--- src/rtl/hpu_pkg.sv ---
`default_nettype none
// ============================================================================
// hpu_pkg : shared video-memory map, pixel/colour types and load-FSM encoding
// Rev 1.0
// ============================================================================
package hpu_pkg;

  localparam logic [15:0] PALETTE_OFFSET   = 16'h2AC0;
  localparam logic [15:0] NAMETABLE_OFFSET = 16'h2000;
  localparam logic [15:0] ATTR_OFFSET      = 16'h23C0;
  localparam logic [15:0] TILE_OFFSET      = 16'h0000;

  typedef struct packed {
    logic [3:0] r;
    logic [3:0] g;
    logic [3:0] b;
  } rgb444_t;

  typedef struct packed {
    logic [1:0] pal;
    logic [2:0] idx;
  } tile_pixel_t;

  typedef enum logic [1:0] {
    LD_IDLE  = 2'd0,
    LD_REQ   = 2'd1,
    LD_STORE = 2'd2
  } load_state_t;

  // Even byte carries {G,B}; only the low nibble of the odd byte is red.
  function automatic rgb444_t make_entry(input logic [7:0] lo, input logic [3:0] red);
    make_entry = '{r: red, g: lo[7:4], b: lo[3:0]};
  endfunction

endpackage
`default_nettype wire

--- src/rtl/hpu_palette_ram.sv ---
`default_nettype none
// ============================================================================
// hpu_palette_ram : NUM_ENTRIES x 12 register file, one sync write port,
//                   one registered read port returning pre-write data
// Rev 1.0
// ============================================================================
module hpu_palette_ram #(
  parameter int NUM_ENTRIES = 32
) (
  input  logic                           clk,
  input  logic                           reset,
  input  logic                           we,
  input  logic [$clog2(NUM_ENTRIES)-1:0] waddr,
  input  logic [11:0]                    wdata,
  input  logic [$clog2(NUM_ENTRIES)-1:0] raddr,
  output logic [11:0]                    rdata
);

  logic [11:0] r_mem [NUM_ENTRIES];
  logic [11:0] r_rdata;

  // Read and write share one edge, so a same-entry collision returns the old word.
  always_ff @(posedge clk or posedge reset) begin
    if (reset) begin
      for (int i = 0; i < NUM_ENTRIES; i++) begin
        r_mem[i] <= '0;
      end
      r_rdata <= '0;
    end else begin
      if (we) begin
        r_mem[waddr] <= wdata;
      end
      r_rdata <= r_mem[raddr];
    end
  end

  assign rdata = r_rdata;

endmodule
`default_nettype wire

--- src/rtl/hpu_palette_out.sv ---
`default_nettype none
// ============================================================================
// hpu_palette_out : per-frame palette refill from video memory and a fixed
//                   2-cycle pixel-code to RGB444 lookup with blanking.
// Option macro    : HPU_PALETTE_BACKDROP_EN (shared backdrop, valid gating)
// Rev 1.0
// ============================================================================
module hpu_palette_out
  import hpu_pkg::*;
#(
  parameter logic [15:0] PALETTE_BASE = PALETTE_OFFSET,
  parameter int          NUM_ENTRIES  = 32
) (
  input  logic        clk,
  input  logic        reset,
  input  logic        frame_start,
  input  logic [4:0]  pixel_in,
  input  logic        active_in,
  output logic        mem_req,
  output logic [15:0] mem_addr,
  input  logic        mem_ack,
  input  logic [7:0]  mem_data,
  output logic [11:0] rgb_out,
  output logic        rgb_valid,
  output logic        palette_valid,
  output logic        load_done
);

  localparam int               c_idx_w = $clog2(NUM_ENTRIES);
  localparam int               c_cnt_w = c_idx_w + 1;
  localparam logic [c_cnt_w-1:0] c_last = c_cnt_w'(2 * NUM_ENTRIES - 1);

  load_state_t          r_state, w_state_nxt;
  logic [c_cnt_w-1:0]   r_byte_cnt, w_cnt_nxt;
  logic [7:0]           r_lo_buf, w_lo_nxt;
  logic                 r_restart, w_restart_nxt;
  logic                 r_palette_valid, w_pv_nxt;
  logic                 w_we;
  rgb444_t              w_wentry;

  logic [4:0]           r_pix1;
  logic                 r_act1;
  logic                 r_act2;
  logic [c_idx_w-1:0]   w_raddr;
  logic [11:0]          w_rdata;

  // ---------------------------------------------------------------- load FSM
  always_ff @(posedge clk or posedge reset) begin
    if (reset) begin
      r_state         <= LD_IDLE;
      r_byte_cnt      <= '0;
      r_lo_buf        <= '0;
      r_restart       <= 1'b0;
      r_palette_valid <= 1'b0;
    end else begin
      r_state         <= w_state_nxt;
      r_byte_cnt      <= w_cnt_nxt;
      r_lo_buf        <= w_lo_nxt;
      r_restart       <= w_restart_nxt;
      r_palette_valid <= w_pv_nxt;
    end
  end

  // An abort parks in IDLE for one cycle with r_restart set, giving the
  // single-cycle request gap before fetching resumes from byte 0.
  always_comb begin
    w_state_nxt   = r_state;
    w_cnt_nxt     = r_byte_cnt;
    w_lo_nxt      = r_lo_buf;
    w_restart_nxt = r_restart;
    w_pv_nxt      = r_palette_valid;
    w_we          = 1'b0;
    mem_req       = 1'b0;
    load_done     = 1'b0;
    case (r_state)
      LD_IDLE: begin
        if (frame_start || r_restart) begin
          w_state_nxt   = LD_REQ;
          w_cnt_nxt     = '0;
          w_restart_nxt = 1'b0;
        end
      end
      LD_REQ: begin
        mem_req = 1'b1;
        if (frame_start) begin
          w_state_nxt   = LD_IDLE;
          w_cnt_nxt     = '0;
          w_restart_nxt = 1'b1;
        end else if (mem_ack) begin
          if (!r_byte_cnt[0]) begin
            w_lo_nxt = mem_data;
          end else begin
            w_we = 1'b1;
          end
          w_cnt_nxt = r_byte_cnt + 1'b1;
          if (r_byte_cnt == c_last) begin
            w_state_nxt = LD_STORE;
          end
        end
      end
      LD_STORE: begin
        load_done   = 1'b1;
        w_pv_nxt    = 1'b1;
        w_state_nxt = LD_IDLE;
        if (frame_start) begin
          w_restart_nxt = 1'b1;
        end
      end
      default: w_state_nxt = LD_IDLE;
    endcase
  end

  assign mem_addr      = mem_req ? (PALETTE_BASE + 16'(r_byte_cnt)) : 16'h0000;
  assign palette_valid = r_palette_valid;
  assign w_wentry      = make_entry(r_lo_buf, mem_data[3:0]);

  // ---------------------------------------------------------- lookup pipe
  always_ff @(posedge clk or posedge reset) begin
    if (reset) begin
      r_pix1 <= '0;
      r_act1 <= 1'b0;
      r_act2 <= 1'b0;
    end else begin
      r_pix1 <= pixel_in;
      r_act1 <= active_in;
      r_act2 <= r_act1;
    end
  end

`ifdef HPU_PALETTE_BACKDROP_EN
  tile_pixel_t w_tp;
  assign w_tp    = tile_pixel_t'(r_pix1);
  assign w_raddr = (w_tp.idx == 3'd0) ? '0 : r_pix1[c_idx_w-1:0];
  assign rgb_out = (r_act2 && r_palette_valid) ? w_rdata : 12'h000;
`else
  assign w_raddr = r_pix1[c_idx_w-1:0];
  assign rgb_out = r_act2 ? w_rdata : 12'h000;
`endif

  assign rgb_valid = r_act2;

  hpu_palette_ram #(
    .NUM_ENTRIES (NUM_ENTRIES)
  ) u_ram (
    .clk   (clk),
    .reset (reset),
    .we    (w_we),
    .waddr (r_byte_cnt[c_cnt_w-1:1]),
    .wdata (w_wentry),
    .raddr (w_raddr),
    .rdata (w_rdata)
  );

endmodule
`default_nettype wire

--- config.mk ---
export PLATFORM = sky130hd
export DESIGN_NAME = hpu_palette_out
export DESIGN_NICKNAME = d
export VERILOG_FILES = /design/src/rtl/hpu_pkg.sv /design/src/rtl/hpu_palette_ram.sv /design/src/rtl/hpu_palette_out.sv
export SDC_FILE = /design/constraint.sdc
export NUM_CORES = 1
export LEC_CHECK = 0
export BUFFER_PORTS_ARGS = -buffer_cell sky130_fd_sc_hd__buf_2
export CORE_MARGIN = 2
export CORE_UTILIZATION = 46
export DETAILED_ROUTE_END_ITERATION = 16
export GPL_TIMING_DRIVEN = 1
export SLEW_MARGIN = 20
export SYNTH_ARGS = -nofsm -noshare
export SYNTH_HDL_FRONTEND = slang
export SYNTH_HIERARCHICAL = 1
export SYNTH_SLANG_ARGS = --single-unit
--- constraint.sdc ---
create_clock -name clk -period 13.3 [get_ports clk]
set_input_delay 0.665 -clock clk [delete_from_list [all_inputs] [get_ports clk]]
set_output_delay 0.665 -clock clk [all_outputs]
set_load 0.02 [all_outputs]
Word-level counts from Yosys, hierarchy flattened:

Cells that the tools add are included.

* bits in registers: 421
* bits in latches: 0
* memory bits (writable): 0
* ROM bits: 0
* bits of input ports: 18
* word-level logic and storage cells: 93
* memories kept: 0

* add/subtract/negate cells: 2
* multiply operators: 0
* divide/modulo/power cells: 0
* $lt $le $gt $ge: 3
* equal/unequal tests: 7
* shift-type cells: 0
* multiplexer cells: 26
* bitwise gates (word level): 4
* reduce and logical (&&, ||, !) cells: 10

Operator list (count)
* $bwmux 384: 1
* $bmux 12 s5: 1
* $demux 12 s5: 1
* $mux 12: 4
* $mux 6: 3
* $add 14x6->15 const A: 1
* $mux 15: 1
* $ge 6x6->1 const B: 2
* $not 5->6: 2
* $pmux 6 s2: 1
* $reduce_and 3->1: 3
* $mux 1: 8
* $mux 2: 4
* $add 6x1->6 const B: 1
* $eq 6x6->1 const B: 1
* $lt 6x1->1 const B: 1
* $ne 3x3->1 const B: 2
* $pmux 2 s2: 1
* $reduce_and 4->1: 1
* $reduce_bool 2->1: 2
* $eq 2x1->1 const B: 1
* $eq 2x2->1 const B: 1
* $logic_not 2->1: 1
* $ne 2x1->1 const B: 1
* 6 further kinds: 7

Longest topological paths before layout:

Gate-level depths: netlist (run 1).

* word-level depth: 6
* gate-level depth with buffers: 9
* mapped depth without buffers: 8

Cells and area by module:

Netlist (run 1), hierarchy kept.

Modules (own cells, without submodules)
* hpu_palette_ram: instances 1, cells an instance 1324, area an instance 18331.3 µm²
* hpu_palette_out: instances 1, cells an instance 117, area an instance 1288.7 µm²

Worst setup path before layout (run 1):

Ideal clock, no wire load.

* kind: register -> register
* start: reg r_state[1]
* end: reg u_ram/r_mem[140] (netlist name)
* data arrival time: 2.553 ns
* slack: 10.622 ns
* stages on the path, launching flop included: 9
* path buffers: 1
* period minus slack after synthesis: 2.678 ns
* path through: dfrtp_1 > inv_1 > ha_1 > inv_2 > nor3_1 > or3b_4 > nor2_4 > clkbuf_8 > mux2_2

* longest elaborated chain between the ends: 2

RTL lines
* from (decl): RTL line hpu_palette_out.sv:33 `load_state_t r_state, w_state_nxt;`
* from (signal assigned): RTL line hpu_palette_out.sv:56 `r_state <= w_state_nxt;`
* $eq 2x1->1: RTL line hpu_palette_out.sv:75 `case (r_state)`
* $mux 1: RTL line hpu_palette_out.sv:75
* via w_we: RTL line hpu_palette_out.sv:38 `logic w_we;`
* to (signal, indexed assignment): RTL line hpu_palette_ram.sv:31 `r_mem[waddr] <= wdata;`
* to (decl): RTL line hpu_palette_ram.sv:19 `logic [11:0] r_mem [NUM_ENTRIES];`

The timed path passes the listed nets, and every way through them passes these cells.
A chain may end at the register's enable or synchronous reset.

Worst setup path after layout (run 1):

* start: reg r_state[1]
* end: reg u_ram/r_mem[4] (netlist name)

The elaborated chain is that of the path after synthesis.

==> results of run 1 <==
cells in the mapped netlist, types with 5 or more instances:
cell      count
a31oi_1      14
inv_1         6
nand2b_1      5
nor3_1       14
ha_1          5
and2_1       19
nand3_1      29
mux2_2      389
a22o_1       24
nor2_2       12
buf_4        43
buf_6        18
a22oi_1      48
dfrtp_1     421
clkbuf_1     52
a21oi_1      27
nand4_1      12
mux2i_1     193
buf_2        13
nand2_1      44
area by class of cell:
type / count / area share [%]
clock buffer: 75 / 6.595
timing repair buffer: 65 / 1.795
tap: 539 / 3.151
inverter: 7 / 0.1579
multi-input combinational: 888 / 38.74
clock inverter: 7 / 0.2982
sequential: 421 / 49.26
metal layers:
metal / global-route usage, % / part of all wire, % / vias up
met5: 0 / 0 / -
met4: 5.804 / 1.7 / 0
met3: 3.129 / 3.9 / 56
met2: 33.88 / 45 / 215
met1: 33.47 / 49 / 6167
li1: - / - / 5191
per-stage QoR:
step | hold WS [ns] | util (%) | power (mW) | setup slack [ns]
3_5_place_dp | 0.3449 | 47.36 | 1.855 | 9.617
3_3_place_gp | 0.3473 | 47.35 | 1.847 | 9.742
4_1_cts | 0.1695 | 50.89 | 3.108 | 9.633
5_1_grt | 0.1855 | 50.90 | 3.198 | 9.340
2_1_floorplan | 0.3312 | - | 1.706 | 1.624
6_report | 0.2058 | 50.90 | 3.071 | 9.532
registers in the layout, summed over array words and instances, names as in the netlist:
signal / cells
r_restart: 1
r_byte_cnt: 6
rgb_valid: 1
u_ram/r_mem: 384
r_act1: 1
r_lo_buf: 8
palette_valid: 1
r_pix1: 5
u_ram/rdata: 12
r_state: 2
worst reg2reg max path: cells and delay by family, from the launching register on:
| family | cells | cell delay [ns] |
|---|---|---|
| AND/OR/NAND/NOR | 3 | 2.08 |
| adder cells (fa/ha/maj) | 1 | 0.49 |
| multiplexers | 1 | 0.42 |
| flip-flops | 1 | 0.40 |
| buffers and inverters | 2 | 0.26 |
power breakdown:
group          total [mW]  switching (mW)  internal [mW]
clock network        1.24           0.503          0.740
logic               0.396           0.265          0.131
registers            1.43          0.0886           1.34
total                3.07           0.857           2.21
kinds of logic (layout without fill, tap and decap cells):
kind of cell	Yosys count	count (layout)
adders and majority gates	5	5
DFF	421	421
buffers and inverters	136	154
AOI/OAI and AO/OA	127	127
other	1	5
and+or+nand+nor	165	165
muxes	586	586
path summary, 6_finish.rpt:
check	end	slack, ns	from
worst max-delay path	u_ram/r_mem[4]	9.53	r_state[1]
worst min-delay path	r_pix1[2]	0.21	pixel_in[2]
worst max register to register	u_ram/r_mem[4]	9.53	r_state[1]
worst min register to register	rgb_valid	0.36	r_act1
max in group asynchronous	u_ram/r_mem[144]	10.16	reset
min in group asynchronous	palette_valid	0.58	reset
==> reports/metrics.yaml, run 1 <==
status: "complete, no violations"
hold_class: "in -> reg"
synthArstFlopShare_pct: 100.0
wire_per_inst_um: 23.99
layout_common_cells: "418 x dfrtp_1, 389 x mux2_2, 193 x mux2i_1"
clock_path_buffers: 3
io_pins: 50
rr_worst_depth: 7
start_util_pct: 46.67
n_antenna_cell: 0
crit_path_max_fanout: 19
rsz0062_at_grt: "false"
endpoint_kind: "register"
skew_ns: 0.01007
worst_ep_required_time_ns: 13.74
hold_viol: 0
power.density_nw_per_um2: 143.5
drive_above_1_share_pct: 37.87
antenna_found_initial: 0
register_area_sq_um: 10540
core-area_sq_um: 42040
grt_pass1_wl_um: 74220
routed-via-count: 11630
seq_area_frac_synth_pct: 53.70
route.detailed.drc: 0
die_w_um: 210.5
drt_iter0_markers: 658
vdd_ir_drop_max_v: 0.0001322
p_leak_nw: 10.74
crit_cells: 7
cts.reportedPaths.clkPinSlew_ns: 0.06
gp_congestion: 0.7530
synth_top_cell_by_area: "dfrtp_1"
crit_path_start_kind: "register"
finalWirelength_um: 48040
cp_num_buf_inv: 2
min_period_over_period_pct: 28.33
root_buffer: "clkbuf_16"
cts_num_sinks: 421
gr-total-overflow: 0
die_area_sq_um: 44320
ant_nets: 0
syn_area_sq_um: 19620
period_needed_ns: 3.768
fmax_mhz: 265.4
syn_to_final_growth_pct: 9.068
dp.final_hpwl_um: 28140
yosys.area_share.simple_pct: 4.783
syn_avg_cell_area_sq_um: 13.62
synthDistinctLibCells: 46
synthCells: 1441
post_cts_resize_count: 0
stdcell_count: 2002
whs_path_depth: 1
viasPerCell: 5.809
fp.dieH_um: 210.5
n_fill_cell: 3722
place_inst: 1919
rows: 75
crit_arrival_ns: 4.21
first_pass_iters: 5
grt_usage_pct: 22.25
stdcell_area_sq_um: 21400
multi_input_area_sq_um: 8290
grt_pass1_vias: 11900
crit_chain: "inv_1, ha_1, inv_2, nor3_1, nand3_1, nor2_2, mux2_2"
port_buffers: 44
synth_xor_area_share_pct: 0
synth_top_area_share_pct: 53.70
synth_edf_count: 0
clkLatencyLatePin_ns: 0.56
slew_violations: 0
cts_tree: "done"
synthTopCellsByArea: "dfrtp_1 54%, mux2_2 22%, mux2i_1 9.8%"
synth_top_family_by_area: "multiplexers"
critPathKind: "reg -> reg"
maxCapViolations: 0
ys_seq_elements: 421
critical_path.slowest_cell: "nor3_1"
tightest_slew_ns: 1.034
fin_tns_setup_ns: 0
slowest_delay_ns: 0.84
slew_headroom_pct: 31.09
numCtsBuffers: 46
fin_nets: 1452
cts_max_level: 2
grt_max_degree: 136
mostFrequentLayoutCell: "dfrtp_1"
cts_setup_buffers: 0
crit_family: "simple AND/OR/NAND/NOR gates"
synth_compound_area_share_pct: 4.534
yosys-mux-area-fraction_pct: 32.40
synthFlopType: "dfrtp_1"
place_area_sq_um: 19910
ctsHoldBuffers: 1
setup_viol: 0
yosysWarnings: 6
synthAdderAreaFrac_pct: 0.3189
(Power assumes the default switching activity.)
==> run 2, diff against run 1 <==
==> constraint.sdc (replaced) <==
create_clock -name clk -period 3.3 [get_ports clk]
set_input_delay 0.165 -clock clk [delete_from_list [all_inputs] [get_ports clk]]
set_output_delay 0.165 -clock clk [all_outputs]
set_load 0.02 [all_outputs]
==> run 2 against run 1 <==
  * Routed wire length increased by 1.6%
  * Fmax is 25% higher
  * Core utilization up 1.2 points
==> reports/metrics.yaml, run 2 (synthesis gave the netlist of run 1 again) <==
status: "complete, no violations"
dp_slack_ns: 0.3359
cts_max_level: 2
stdcell_area_sq_um: 21900
maxCapViolations: 0
antenna_found_initial: 0
clock_path_buffers: 3
rr_worst_depth: 8
setup_viol: 0
drt_iter0_markers: 743
vdd_ir_drop_max_v: 0.0004859
hold_slack_ns: 0.1939
grt_pass1_wl_um: 75760
use_met1_pct: 33.48
crit_arrival_ns: 3.45
p_leak_nw: 11.00
ctsHoldBuffers: 13
tightest_slew_ns: 1.008
die_area_sq_um: 44320
stdcell_count: 2044
grt_use_met2_pct: 35.58
register_area_sq_um: 10540
rsz0062_at_grt: "false"
fmax_mhz: 333.0
period_needed_ns: 3.003
gp_congestion: 0.7710
cts_tree: "done"
place_inst: 1952
fin_tns_setup_ns: 0
core-area_sq_um: 42040
critPathKind: "reg -> reg"
fin_nets: 1497
io_pins: 50
layout_setup_ws_ns: 0.2966
crit_path_start_kind: "register"
grt_pass1_vias: 12250
viasPerCell: 5.788
start_util_pct: 46.67
routed-via-count: 11830
wire_per_inst_um: 23.87
grt.met3_usage_pct: 2.741
syn_to_final_growth_pct: 11.63
ant_nets: 0
p_total_mw: 12.50
final_core_util_pct: 52.10
crit_path_max_fanout: 12
slew_violations: 0
die_w_um: 210.5
multi_input_area_sq_um: 8290
grt_usage_pct: 22.65
grt_max_degree: 81
worst_ep_required_time_ns: 3.74
finalWirelength_um: 48790
post_cts_resize_count: 0
whs_path_depth: 3
cts_setup_buffers: 0
hold_class: "in -> reg"
gr-total-overflow: 0
power.density_nw_per_um2: 570.7
cts.reportedPaths.clkPinSlew_ns: 0.06
endpoint_kind: "register"
port_buffers: 44
drive_above_1_share_pct: 38.96
n_fill_cell: 3638
slew_headroom_pct: 32.39
grt-busiest-layer: "met2"
mostFrequentLayoutCell: "dfrtp_1"
place_area_sq_um: 20290
first_pass_iters: 4
root_buffer: "clkbuf_16"
hold_viol: 0
numCtsBuffers: 46
largest_reg_flops: 384
route.detailed.drc: 0
cts_num_sinks: 421
skew_ns: 0.01411
dp.final_hpwl_um: 29570
layout_common_cells: "420 x dfrtp_1, 389 x mux2_2, 193 x mux2i_1"
clkLatencyLatePin_ns: 0.57
fp.dieH_um: 210.5
rows: 75
largest_register: "u_ram/r_mem"
min_period_over_period_pct: 91.01
-- run 2: path summary, 6_finish.rpt --
kind | startpoint | endpoint | slack (ns)
min reg2reg | r_act1 | rgb_valid | 0.36
max | r_state[1] | u_ram/r_mem[18] | 0.30
min in group asynchronous | reset | palette_valid | 0.30
min | mem_ack | r_lo_buf[1] | 0.19
max reg2reg | r_state[1] | u_ram/r_mem[18] | 0.30
max in group asynchronous | reset | u_ram/r_mem[270] | 1.96
-- run 2: area by class of cell --
cell class / count / area share, %
flip-flops and latches: 421 / 48.12
multi-input cells: 888 / 37.85
clock buffers: 67 / 6.273
repair buffers: 110 / 4.045
well taps: 539 / 3.079
clock inverters: 11 / 0.4799
inverters: 7 / 0.1371
diodes: 1 / 0.01143
-- run 2: critical path: stages, from the launching register on --
cell and delay [ns]:
dfrtp_1 0.40, inv_1 0.12, ha_1 0.19, inv_2 0.07, nor3_1 0.68, nand2_1 0.14, or2_1 0.33, nor2_2 0.55
mux2_2 0.41
-- run 2: per-layer routing --
metal | vias to the layer above | wire length (um)
li1 | 5265 | -
met1 | 6276 | 23460
met2 | 239 | 22590
met3 | 51 | 1988
met4 | 0 | 748
met5 | - | 0
-- run 2: power breakdown --
| part | total [mW] | internal, mW | switching, mW | leakage (nW) |
|---|---|---|---|---|
| combinational | 1.83 | 0.580 | 1.25 | 4.46 |
| clock | 5.04 | 3.02 | 2.02 | 0.737 |
| sequential | 5.64 | 5.41 | 0.221 | 5.81 |
| total | 12.5 | 9.01 | 3.49 | 11.0 |
==> run 3, diff against run 2 <==
--- a/config.mk
+++ b/config.mk
@@ -13,5 +13,4 @@
 export SLEW_MARGIN = 20
 export SYNTH_ARGS = -nofsm -noshare
 export SYNTH_HDL_FRONTEND = slang
-export SYNTH_HIERARCHICAL = 1
 export SYNTH_SLANG_ARGS = --single-unit
==> run 3 against run 2 <==
  * Clock power rose by 7.1%
  * Global-route usage decreased by 1.5 points
  * Core utilization down 0.92 points
  * Count of clock-buffer cells in the layout up 4
  * Worst hold slack got worse by 0.10 ns
  * Critical path depth unchanged
  * Flip-flop and latch count stayed put
  * Register-to-register slack improved by 0.41 ns
  * Critical endpoint is now u_ram.r_mem[94]
  * Largest power group unchanged
==> reports/metrics.yaml, run 3 <==
root_buffer: "clkbuf_16"
rsz0062_at_grt: "false"
synthFlopType: "dfrtp_1"
numCtsBuffers: 47
cts.reportedPaths.clkPinSlew_ns: 0.06
maxCapViolations: 0
endpoint_kind: "register"
register_area_sq_um: 10540
cp_num_buf_inv: 2
multi_input_area_sq_um: 9027
cts_tree: "done"
routed-via-count: 11560
crit_family: "simple AND/OR/NAND/NOR gates"
status: "complete, no violations"
yosysWarnings: 0
synth_edf_count: 0
rows: 77
grt_usage_pct: 21.12
slew_violations: 0
gr-total-overflow: 0
crit_path_max_fanout: 17
synth_commonest_cells: "421 x dfrtp_1, 271 x mux2_2, 192 x mux2i_1, 110 x mux2_4, 55 x clkbuf_1"
crit_arrival_ns: 3.05
tightest_slew_ns: 0.8732
p_total_mw: 12.90
period_needed_ns: 2.594
fin_nets: 1467
clkLatencyLatePin_ns: 0.58
wire_per_inst_um: 23.27
syn_area_sq_um: 20530
worst_ep_required_time_ns: 3.76
n_fill_cell: 3829
slew_headroom_pct: 41.67
skew_ns: 0.01237
die_w_um: 215.2
gp_congestion: 0.7665
viasPerCell: 5.586
grt_pass1_wl_um: 74520
synthArstFlopShare_pct: 100.0
startpoint: "r_state[1]"
crit_chain: "inv_1, ha_1, nand2b_4, nor3_4, nand2b_2, buf_4, nor2_8, mux2_2"
synth_top_cell_by_area: "dfrtp_1"
antenna_found_initial: 0
n_antenna_cell: 0
finalWirelength_um: 48170
first_pass_iters: 4
die_area_sq_um: 46330
largest_reg_flops: 384
io_pins: 50
layout_setup_ws_ns: 0.7061
slowest_delay_ns: 0.53
vdd_ir_drop_max_v: 0.0005474
critical_path.slowest_cell: "ha_1"
seq_area_frac_synth_pct: 51.33
cts_num_sinks: 421
syn_to_final_growth_pct: 10.02
drt_iter0_markers: 703
start_util_pct: 46.52
cts_max_level: 2
core-area_sq_um: 44120
syn_avg_cell_area_sq_um: 14.24
grt_max_degree: 130
synthCells: 1441
synthTopCellsByArea: "dfrtp_1 51%, mux2_2 15%, mux2i_1 9.4%"
p_leak_nw: 11.38
hold_class: "in -> async"
min_period_over_period_pct: 78.60
fmax_mhz: 385.5
layout_common_cells: "417 x dfrtp_1, 271 x mux2_2, 192 x mux2i_1"
grt_pass1_vias: 11930
r2r-start: "r_state[1]"
dp_slack_ns: 0.6929
yosysMostFrequentCell: "dfrtp_1"
route.detailed.drc: 0
synthDistinctLibCells: 47
power.density_nw_per_um2: 571.4
dp.final_hpwl_um: 29240
hold_viol: 0
setup_viol: 0
fp.dieH_um: 215.2
largest_register: "u_ram.r_mem"
crit_path_start_kind: "register"
synth_top_area_share_pct: 51.33
ant_nets: 0
ys_seq_elements: 421
mostFrequentLayoutCell: "dfrtp_1"
port_buffers: 44
clock_path_buffers: 3
drive_above_1_share_pct: 39.78
critPathKind: "reg -> reg"
run 3: metrics by stage:
step / std cells / utilization, % / hold WS (ns) / area, sq um / setup TNS, ns
2_1_floorplan: 1445 / - / 0.1964 / 20540 / -1071.23
4_1_cts: 2070 / 51.18 / 0.07716 / 22580 / 0
6_report: 2070 / 51.18 / 0.09073 / 22580 / 0
3_5_place_dp: 1975 / 47.27 / 0.1469 / 20860 / 0
5_1_grt: 2070 / 51.18 / 0.09717 / 22580 / 0
3_3_place_gp: 1975 / 47.27 / 0.1506 / 20860 / 0
run 3: layer usage:
metal,GRT usage [%],share of wire (%),vias to the layer above
met5,0,0,-
met4,5.839,2.4,0
met3,3.595,4.0,77
met2,33.12,47,196
met1,30.30,47,6122
li1,-,-,5169
run 3: report_power, final:
part           internal, mW  switching [mW]  total [mW]
Clock                  3.28            2.12        5.40
Sequential             5.39           0.454        5.85
Combinational         0.549            1.11        1.66
run 3: path summary, 6_finish.rpt:
kind,slack [ns],cells after the start,to
worst min register to register,0.35,0,rgb_valid
min in group clk,0.17,5,r_state[1]
worst max register to register,0.71,8,u_ram.r_mem[94]
max in group asynchronous,1.96,5,r_lo_buf[1]
worst max-delay path,0.71,8,u_ram.r_mem[94]
worst min-delay path,0.09,3,u_ram.r_mem[72]
run 3: worst register-to-register path: stages, from the launching register on:
cell and delay, ns:
dfrtp_1 0.39, inv_1 0.10, ha_1 0.53, nand2b_4 0.12, nor3_4 0.22, nand2b_2 0.07, buf_4 0.28, nor2_8 0.38
mux2_2 0.39
run 3: cells by family (layout without fill, tap and decap cells):
| group | Yosys count | after routing | synth area share (%) |
|---|---|---|---|
| DFF | 421 | 421 | 51.33 |
| xor gates and xnor gates | 4 | 4 | 0.1707 |
| other | 1 | 5 | 0.01827 |
| adders and majority gates | 5 | 5 | 0.3048 |
| AOI/OAI and AO/OA | 120 | 120 | 4.072 |
| muxes | 585 | 585 | 32.94 |
| and+or+nand+nor | 164 | 164 | 6.291 |
| buffers and inverters | 141 | 174 | 4.883 |
run 3: final cells by class:
| class | instances | area share (%) |
|---|---|---|
| flip-flops and latches | 421 | 46.69 |
| inverters | 7 | 0.1330 |
| multi-input cells | 883 | 39.98 |
| repair buffers | 84 | 2.826 |
| clock buffers | 71 | 6.322 |
| clock inverters | 12 | 0.7757 |
| well taps | 592 | 3.280 |
run 3: what timing repair did:
action	CTS	global route
hold buffers	12	0
endpoints found under the hold margin	72	0
gates resized for setup	0	0
buffers inserted	0	0
